===== src/rtl/gate_eval_sequencer.sv =====
// Walks every input combination of a small gate circuit, holds each one for a
// settle time, captures the response into a truth table and counts mismatches.
module gate_eval_sequencer #(
  parameter int N_INPUTS      = 3,
  parameter int SETTLE_CYCLES = 2
) (
  input  logic                         clk,
  input  logic                         reset,
  input  logic                         start,
  input  logic                         abort,
  input  logic [(1<<N_INPUTS)-1:0]     expected,
  input  logic                         dut_out,
  output logic [N_INPUTS-1:0]          dut_in,
  output logic                         busy,
  output logic                         done,
  output logic                         pass,
  output logic [(1<<N_INPUTS)-1:0]     truth_table,
  output logic [N_INPUTS:0]            mismatch_count
);

  localparam int V  = 1 << N_INPUTS;
  localparam int SW = (SETTLE_CYCLES > 1) ? $clog2(SETTLE_CYCLES) : 1;

  localparam logic [SW-1:0]       SETTLE_LOAD = SW'(SETTLE_CYCLES - 1);
  localparam logic [SW-1:0]       SETTLE_ONE  = SW'(1);
  localparam logic [N_INPUTS-1:0] IN_ONE      = N_INPUTS'(1);
  localparam logic [N_INPUTS-1:0] IN_LAST     = '1;
  localparam logic [N_INPUTS:0]   MIS_ONE     = (N_INPUTS + 1)'(1);

  typedef enum logic [1:0] {IDLE, DRIVE, SAMPLE, DONE} state_e;

  state_e              state_q;
  logic [N_INPUTS-1:0] dut_in_q;
  logic [V-1:0]        truth_q;
  logic [N_INPUTS:0]   mis_q;
  logic [SW-1:0]       settle_q;
  logic                busy_q;
  logic                done_q;

  always_ff @(posedge clk) begin
    if (reset) begin
      state_q  <= IDLE;
      dut_in_q <= '0;
      truth_q  <= '0;
      mis_q    <= '0;
      settle_q <= '0;
      busy_q   <= 1'b0;
      done_q   <= 1'b0;
    end else if (abort) begin
      // Partial results and the last applied vector stay visible after an abort.
      state_q <= IDLE;
      busy_q  <= 1'b0;
      done_q  <= 1'b0;
    end else begin
      case (state_q)
        IDLE, DONE: begin
          if (start) begin
            dut_in_q <= '0;
            truth_q  <= '0;
            mis_q    <= '0;
            settle_q <= SETTLE_LOAD;
            state_q  <= DRIVE;
            busy_q   <= 1'b1;
            done_q   <= 1'b0;
          end
        end
        DRIVE: begin
          if (settle_q == '0) begin
            state_q <= SAMPLE;
          end else begin
            settle_q <= settle_q - SETTLE_ONE;
          end
        end
        SAMPLE: begin
          truth_q[dut_in_q] <= dut_out;
          if (dut_out != expected[dut_in_q]) begin
            mis_q <= mis_q + MIS_ONE;
          end
          if (dut_in_q == IN_LAST) begin
            state_q <= DONE;
            busy_q  <= 1'b0;
            done_q  <= 1'b1;
          end else begin
            dut_in_q <= dut_in_q + IN_ONE;
            settle_q <= SETTLE_LOAD;
            state_q  <= DRIVE;
          end
        end
        default: begin
          state_q <= IDLE;
          busy_q  <= 1'b0;
          done_q  <= 1'b0;
        end
      endcase
    end
  end

  assign dut_in         = dut_in_q;
  assign busy           = busy_q;
  assign done           = done_q;
  assign truth_table    = truth_q;
  assign mismatch_count = mis_q;
  assign pass           = done_q & (mis_q == '0);

endmodule


===== config.mk =====
export PLATFORM = sky130hd
export DESIGN_NAME = gate_eval_sequencer
export DESIGN_NICKNAME = d
export VERILOG_FILES = /design/src/rtl/gate_eval_sequencer.sv
export SDC_FILE = /design/constraint.sdc
export NUM_CORES = 1
export LEC_CHECK = 0
export ABC_AREA = 1
export CORE_MARGIN = 2
export CORE_UTILIZATION = 50
export CTS_BUF_LIST = sky130_fd_sc_hd__clkbuf_8
export DETAILED_ROUTE_END_ITERATION = 8
export PLACE_DENSITY = 0.83
export SETUP_SLACK_MARGIN = 0.05
export SKIP_LAST_GASP = 1
export SYNTH_ARGS = -nofsm -noshare
export SYNTH_HDL_FRONTEND = slang
export SYNTH_SLANG_ARGS = --single-unit

===== constraint.sdc =====
create_clock -name clk -period 1.8 [get_ports clk]
set_input_delay 0.27 -clock clk [delete_from_list [all_inputs] [get_ports clk]]
set_output_delay 0.27 -clock clk [all_outputs]
set_load 0.01 [all_outputs]

==> flow_metrics.tcl <==
set metrics [dict create \
    outcome "finished, final reports clean" \
    netlist_area_sq_mm 0.001214 \
    grt_util_all_layers_pct 23.38 \
    syn_to_final_growth_pct 33.92 \
    drv_slew 0 \
    clock_latency_ps 260 \
    die_area_sq_mm 0.002837 \
    worst_slew_pin_slew_ps 293.8 \
    dpl.cell_count 223 \
    overflow 0 \
    synthDistinctLibCells 28 \
    pin_count 31 \
    yosysTopAreaCellShare_pct 32.99 \
    period_share_pct 90.06 \
    drt_iter0_markers 21 \
    dp_hpwl_um 2143 \
    crit_fanout 5 \
    worstPathRequired_ps 1970 \
    clockRootBuffer "clkbuf_8" \
    drive_above_1_share_pct 18.09 \
    wirelength_um 2886 \
    drtPass1Iterations 4 \
    skew_ps 5.888 \
    cts_buffer_depth 2 \
    rsz0062_at_grt "false" \
    place_congestion 0.8399 \
    fmax_mhz 616.9 \
    cts_tree "yes" \
    power_density_mw_per_mm2 689.9 \
    syn_avg_cell_area_sq_um 7.267 \
    core-area_sq_mm 0.002255 \
    cp-start-kind "flop" \
    die_x_um 53.27 \
    num_vias 1213 \
    fin_cells 227 \
    wl_per_cell_um 12.71 \
    nNetsFinal 220 \
    syn_nets 187 \
    hold_path.class "flop to flop" \
    relSlewSlack_pct 80.26 \
    vias_per_cell 5.344 \
    crit_type "flop to flop" \
    post-route-cell-area_sq_mm 0.001625 \
    timing.final.ws_setup_ps 179.0 \
    start_util_pct 53.83 \
    synth_area_leaders "dfxtp_1 (33%), a21oi_1 (7.8%), ha_1 (7.2%), nand2_1 (6.2%), a211oi_1 (5.6%)" \
    cts_hold_buf 0 \
    drtAntennaViolNets 0 \
    n_antenna_cell 0 \
    place_ws_ps 91.15 \
    die_h_um 53.27 \
    setup_tns_ps 0 \
    drc 0 \
    placed_area_sq_mm 0.001541 \
    path_clk_slew_ps 80 \
    grt_pass1_wl_um 4836 \
    synth-seq-area-share_pct 32.99 \
    cts_buffers 3 \
    port_buffers 30 \
    synth_area_leader_cell "dfxtp_1" \
    cp_data_arrival_time_ps 1800 \
    period_needed_ps 1621 \
    ys_ff_latch 20 \
    rows 17 \
    grt_max_degree 17 \
    final_util_pct 72.09 \
    finalSetupViolations 0 \
    syn_inst 167 \
    grt_pass1_vias 1121 \
    power_leakage_nw 0.6446 \
    yosysWarnings 0 \
    drv_cap 0 \
    htreeDepth 1 \
    grt_antenna_before_repair 0 \
    vdd_ir_drop_max_uv 547.7 \
    cts.sinks 20 \
    endpoint_kind "flop" \
    hold_viol_final 0 \
]
[report_power, final]
| part | leakage (nW) | internal [mW] | total, mW | switching, mW |
|---|---|---|---|---|
| registers | 0.163 | 0.453 | 0.465 | 0.0116 |
| logic | 0.446 | 0.0847 | 0.199 | 0.114 |
| clock network | 0.0357 | 0.297 | 0.458 | 0.161 |
| total | 0.645 | 0.835 | 1.12 | 0.286 |
[per-stage QoR]
stage | hold WS, ps | power (mW)
2_1_floorplan | 441.5 | 0.5995
3_3_place_gp | 448.7 | 0.6591
3_5_place_dp | 457.8 | 0.6663
4_1_cts | 469.8 | 1.120
5_1_grt | 497.4 | 1.161
6_report | 466.4 | 1.121
[flip-flops by register name, indices dropped and copies added, names as in the netlist]
signal and cells:
done 1, mismatch_count 4, truth_table 8, dut_in 3, state_q 2, settle_q 1, busy 1
[cell usage in the layout, fill, tap and decap left out, drive strengths merged]
cell            n
o21ai           5
nor2           15
inv            26
clkinv          1
nand2          31
a21oi          19
buf             3
nand4           4
xor2            1
o211ai          1
dlygate4sd2     1
xnor2           1
clkdlybuf4s50  29
nand3b          1
ha              7
nand3          13
clkbuf          3
dfxtp          20
bufinv          1
nor3            6
a211oi          9
or2             2
[worst max-delay path: stages (launching register included)]
cell	delay [ps]
dfxtp_2	360
inv_1	50
ha_1	310
inv_2	90
nor2_4	50
inv_2	60
nand2_2	90
nor3_1	260
a21oi_1	90
a211oi_1	180
[layout make-up]
class,instances,area (sq um)
multi-input cells,115,684.4
clock inverters,1,30.03
fillers,196,629.4
clock buffers,3,41.29
repair buffers,33,321.6
flip-flops and latches,20,401.6
well taps,28,35.03
inverters,27,111.4
[what timing repair did]
action,in CTS,in global routing
setup buffers,0,0
endpoints found under the setup margin,2,7
resized for setup,2,3
[cell usage after synthesis]
master     n
dfxtp_1   20
nand2_1   20
a21oi_1   19
inv_1     17
nor2_1    13
nand2_2   10
a211oi_1   9
nand3_1    9
inv_2      8
ha_1       7
nor3_1     6
nand3_2    4
nand4_1    4
o21ai_0    4
clkbuf_1   3
nor2_2     2
buf_4      1
buf_6      1
clkinv_1   1
inv_8      1
nand2_4    1
nand3b_1   1
o211ai_1   1
o21ai_2    1
or2_1      1
or2_2      1
xnor2_1    1
xor2_1     1
[kinds of logic (layout without fill, tap and decap cells)]
kind of cell    Yosys count  count (layout)  share of synthesized area (%)
fa+ha+maj                 7               7                          7.216
simple gates             72              72                          30.52
compound gates           34              34                          16.39
buf+inv                  32              64                          11.44
xor+xnor                  2               2                          1.444
flops                    20              20                          32.99
[layer usage]
metal	vias up	GRT usage [%]	part of all wire [%]
li1	613	-	-
met1	542	28.72	41
met2	51	41.36	51
met3	7	2.825	6.2
met4	0	8.120	1.7
met5	-	0	0
[path summary, 6_finish.rpt]
kind	start	end	slack, ps	cells past startpoint
worst max-delay path	state_q[0]	truth_table[3]	180	9
worst min-delay path	truth_table[0]	truth_table[0]	470	2
worst max register to register	state_q[0]	truth_table[3]	180	9
worst min register to register	truth_table[0]	truth_table[0]	470	2
(Power assumes the default switching activity.)
